File: src/rtl/shared_adder_scheduler.sv
// Two-requester add/subtract unit: one 4-bit ripple slice is reused over four cycles
// to build a 16-bit result, with round-robin arbitration between the requesters.
module shared_adder_scheduler #(
  parameter int unsigned RR_INIT = 0
) (
  input  logic        clk,
  input  logic        rst,
  input  logic        req0,
  input  logic [15:0] a0_in,
  input  logic [15:0] b0_in,
  input  logic        sub0,
  input  logic        req1,
  input  logic [15:0] a1_in,
  input  logic [15:0] b1_in,
  input  logic        sub1,
  output logic        ack0,
  output logic        ack1,
  output logic        busy,
  output logic        done,
  output logic        done_id,
  output logic [15:0] result,
  output logic        cout,
  output logic        ovf
);

  typedef enum logic [1:0] {StIdle, StRun, StDone} state_e;

  state_e      r_state, w_state_d;
  logic [1:0]  r_slice;
  logic        r_ptr, r_gnt, r_sub, r_carry;
  logic [15:0] r_a, r_b, r_acc;
  logic        r_ack0, r_ack1, r_done, r_done_id, r_cout, r_ovf;
  logic [15:0] r_result;

  logic        w_gnt, w_capture, w_cin;
  logic [3:0]  w_a_nib, w_b_nib, w_sum;
  logic [4:0]  w_c;

  // With both requests pending the pointer decides; otherwise the lone requester wins.
  assign w_gnt     = (req0 & req1) ? r_ptr : req1;
  assign w_capture = (r_state == StIdle) & (req0 | req1);

  assign w_a_nib = r_a[{r_slice, 2'b00} +: 4];
  assign w_b_nib = r_b[{r_slice, 2'b00} +: 4];
  assign w_cin   = (r_slice == 2'd0) ? r_sub : r_carry;

  always_comb begin
    w_c    = '0;
    w_sum  = '0;
    w_c[0] = w_cin;
    for (int i = 0; i < 4; i++) begin
      w_sum[i]  = w_a_nib[i] ^ w_b_nib[i] ^ w_c[i];
      w_c[i+1]  = (w_a_nib[i] & w_b_nib[i]) | (w_c[i] & (w_a_nib[i] ^ w_b_nib[i]));
    end
  end

  always_comb begin
    w_state_d = r_state;
    unique case (r_state)
      StIdle:  if (req0 | req1) w_state_d = StRun;
      StRun:   if (r_slice == 2'd3) w_state_d = StDone;
      StDone:  w_state_d = StIdle;
      default: w_state_d = StIdle;
    endcase
  end

  always_ff @(posedge clk) begin
    if (rst) begin
      r_state <= StIdle;
      r_slice <= 2'd0;
    end else begin
      r_state <= w_state_d;
      if (w_capture) begin
        r_slice <= 2'd0;
      end else if (r_state == StRun) begin
        r_slice <= r_slice + 2'd1;
      end
    end
  end

  always_ff @(posedge clk) begin
    if (rst) begin
      r_ptr     <= 1'(RR_INIT);
      r_gnt     <= 1'b0;
      r_sub     <= 1'b0;
      r_carry   <= 1'b0;
      r_a       <= '0;
      r_b       <= '0;
      r_acc     <= '0;
      r_ack0    <= 1'b0;
      r_ack1    <= 1'b0;
      r_done    <= 1'b0;
      r_done_id <= 1'b0;
      r_result  <= '0;
      r_cout    <= 1'b0;
      r_ovf     <= 1'b0;
    end else begin
      r_ack0 <= 1'b0;
      r_ack1 <= 1'b0;
      r_done <= 1'b0;
      if (w_capture) begin
        r_gnt  <= w_gnt;
        r_ptr  <= ~w_gnt;
        r_ack0 <= ~w_gnt;
        r_ack1 <= w_gnt;
        r_a    <= w_gnt ? a1_in : a0_in;
        r_sub  <= w_gnt ? sub1 : sub0;
        // B is stored already conditioned (inverted for subtraction).
        r_b    <= w_gnt ? (sub1 ? ~b1_in : b1_in) : (sub0 ? ~b0_in : b0_in);
      end
      if (r_state == StRun) begin
        r_acc[{r_slice, 2'b00} +: 4] <= w_sum;
        r_carry <= w_c[4];
        if (r_slice == 2'd3) begin
          r_result  <= {w_sum, r_acc[11:0]};
          r_cout    <= w_c[4];
          r_ovf     <= (r_a[15] == r_b[15]) & (w_sum[3] != r_a[15]);
          r_done_id <= r_gnt;
          r_done    <= 1'b1;
        end
      end
    end
  end

  assign ack0    = r_ack0;
  assign ack1    = r_ack1;
  assign busy    = (r_state != StIdle);
  assign done    = r_done;
  assign done_id = r_done_id;
  assign result  = r_result;
  assign cout    = r_cout;
  assign ovf     = r_ovf;

endmodule

File: config.mk
export PLATFORM = sky130hd
export DESIGN_NAME = shared_adder_scheduler
export DESIGN_NICKNAME = d
export VERILOG_FILES = /design/src/rtl/shared_adder_scheduler.sv
export SDC_FILE = /design/constraint.sdc
export NUM_CORES = 1
export LEC_CHECK = 0
export ABC_AREA = 1
export CAP_MARGIN = 20
export CORE_UTILIZATION = 25
export DETAILED_ROUTE_END_ITERATION = 12
export SLEW_MARGIN = 10
export SYNTH_ARGS = -nofsm -noshare
export SYNTH_HDL_FRONTEND = slang
export SYNTH_SLANG_ARGS = --single-unit
export TNS_END_PERCENT = 5
File: constraint.sdc
create_clock -name clk -period 2.9 [get_ports clk]
set_input_delay 0.725 -clock clk [delete_from_list [all_inputs] [get_ports clk]]
set_output_delay 0.725 -clock clk [all_outputs]
set_load 0.1 [all_outputs]
==> impl_metrics.toml <==
[outcome]
status = "complete, no violations"

[logic_synthesis]
synth_top_area_share_pct = 40.3
syn_nets = 578
postSynthAreaPerCell_um2 = 7.37
ys_warn_count = 0
synth_top_area_cell = "dfxtp_1"
netlist_area_mm2 = 0.00368
synth.distinct_cells = 29
ys_seq_area_share_pct = 40.3
syn_inst = 499
synth_edf_count = 0
synth-main-ff-cell = "dfxtp_1"
yosys-top-cells-area = "dfxtp_1 40%, nand3_1 10%, nand2_1 8.7%"
synthArstFlopShare_pct = 0
synth-seq-cells = 74

[power]
p_per_area_mw_per_mm2 = 563
p_leak_nw = 2.18
power_mw = 2.89
ir_drop_mv = 0.352

[sta]
slew_viol_final = 0
worst_pin_slew_ns = 0.462
fin_crit_ns = 2.76
rsz0062_at_grt = "false"
fin_crit_sh_pct = 95.3
skew_ns = 0.00693
relSlewSlack_pct = 69.2
setup_ws_ns = 0.136
fmax_mhz = 362
setup_viol_count_final = 0
finalHoldViolCount = 0

[floorplanning]
core_area_mm2 = 0.0141
die_area_mm2 = 0.0152
num_rows = 43
dieHeight_um = 123
die_w_um = 123
io_pins = 93
start_util_pct = 26.1

[placed_design]
place_area_mm2 = 0.00476
pre_cts_ws_ns = -0.0433
place_hpwl_um = 7770
port_buffers = 92
gp_congestion = 0.864

[worst_setup_path]
required_ns = 3.12
critical_path_class = "reg2reg"
startpoint_type = "flop"
end_kind = "flop"
crit_fanout = 11
arrival_ns = 2.98

[global_routing]
grt_usage_pct = 13.8
antenna_found_initial = 0
grt_pass1_wl_um = 16200
grt_pass1_vias = 3363
overflow = 0
grt_max_degree = 49

[clocking]
cts_hold_buf = 0
cts_num_sinks = 74
cts_tree = "built"
cts.path.max_buffers = 2
numCtsBuffers = 9
root_buffer = "clkbuf_16"
htreeDepth = 3
clkLatencyLatePin_ns = 0.33
clk_pin_slew_ns = 0.06

[final_layout]
fin_area_mm2 = 0.00512
postLayoutCoreUtil_pct = 36.4
final_common_cell = "nand2_1"
ff_latch_area_mm2 = 0.00149
nets = 667
drive_above_1_share_pct = 14.7
area_growth_pct = 39.3
multi_input_area_mm2 = 0.00196
antenna-diode-count = 0
nFillCells = 1500
layout_common_cells = "85 x nand2_1, 76 x nand3_1, 72 x dfxtp_1"

[drt]
wl_met3_um = 641
first_pass_iters = 4
ant_nets = 0
drcViolationCount = 0
vias = 3540
wire_per_inst_um = 13.1
wirelength_um = 10100
drt-met1-wl_um = 4850
top_layer_used = "met4"
via_per_inst = 4.58
drtIter0Drc = 195
wl_met2_um = 4420

[min_path]
hp-class = "reg2reg"

[job]
cap_violations = 0
metrics by stage:
stage | TNS, ns | std cells | hold slack [ns]
final | 0 | 773 | 0.466
after detailed placement | -0.0589 | 755 | 0.459
after global placement | 0 | 755 | 0.460
after global routing | 0 | 773 | 0.487
after CTS | 0 | 771 | 0.469
after floorplan | 0 | 499 | 0.443
sequential cells by signal, summed over array words and instances (netlist names):
signal   count
done_id      1
result      16
r_ptr        1
r_carry      1
ack0         1
r_a         16
r_acc       12
r_gnt        1
done         1
cout         1
r_state      2
ovf          1
r_slice      2
r_b         16
r_sub        1
ack1         1
worst max-delay path, stage by stage (launching register included):
cell,delay [ns]
dfxtp_4,0.40
inv_8,0.06
ha_4,0.17
mux2i_4,0.19
fa_2,0.40
fa_2,0.34
inv_1,0.08
fa_2,0.20
fa_2,0.46
nand3b_1,0.11
nand3_1,0.08
o211ai_1,0.11
inv_1,0.05
area by class of cell:
class                   count  share of cell area (%)
flip-flops and latches     74                    29.1
repair buffers            109                    19.8
multi-input cells         360                    38.3
well taps                 180                    4.39
inverters                  34                    2.69
clock buffers               9                    4.39
clock inverters             7                    1.37
cells in the mapped netlist, types with 2 or more instances:
cell and number:
o22a_1 2, buf_4 4, o22ai_1 5, o21ai_0 45, buf_2 13, dfxtp_1 74, clkbuf_1 11, nand2_1 85
nand3_1 76, inv_1 25, nor2_1 53, ha_1 5, inv_2 8, nand4_1 17, a21oi_1 22, nand2_2 4
xnor2_1 32, fa_1 4, nor2_2 3, buf_1 2
logic make-up after synthesis:
family	count (synthesis)	share of synthesized area (%)
AO/OA/AOI/OAI	77	11.0
XOR/XNOR	32	7.62
buffers and inverters	65	7.68
AND/OR/NAND/NOR	241	29.3
flip-flops	74	40.3
adder cells (fa/ha/maj)	9	3.88
multiplexers	1	0.272
final timing paths:
path,from,to,slack [ns],depth (start not counted)
max,r_slice[1],ovf,0.14,12
min,r_acc[5],r_acc[5],0.47,2
max reg2reg,r_slice[1],ovf,0.14,12
min reg2reg,r_acc[5],r_acc[5],0.47,2
layer usage:
| metal | GRT usage, % | up-vias |
|---|---|---|
| li1 | - | 1827 |
| met5 | 0 | - |
| met1 | 18.1 | 1587 |
| met2 | 21.8 | 111 |
| met3 | 3.14 | 15 |
| met4 | 5.57 | 0 |
timing repair:
action                                  4_1_cts  5_1_grt
endpoints found under the setup margin        3        3
pin swaps                                     0        3
buffers inserted                              0        2
resized for setup                             1       12
where the power goes:
part / total [mW] / internal, mW / leakage [nW] / switching, mW
registers: 1.15 / 1.09 / 0.606 / 0.0514
clock network: 1.08 / 0.663 / 0.145 / 0.417
logic: 0.660 / 0.286 / 1.43 / 0.374
No activity file was read; power rests on OpenSTA's default activity.
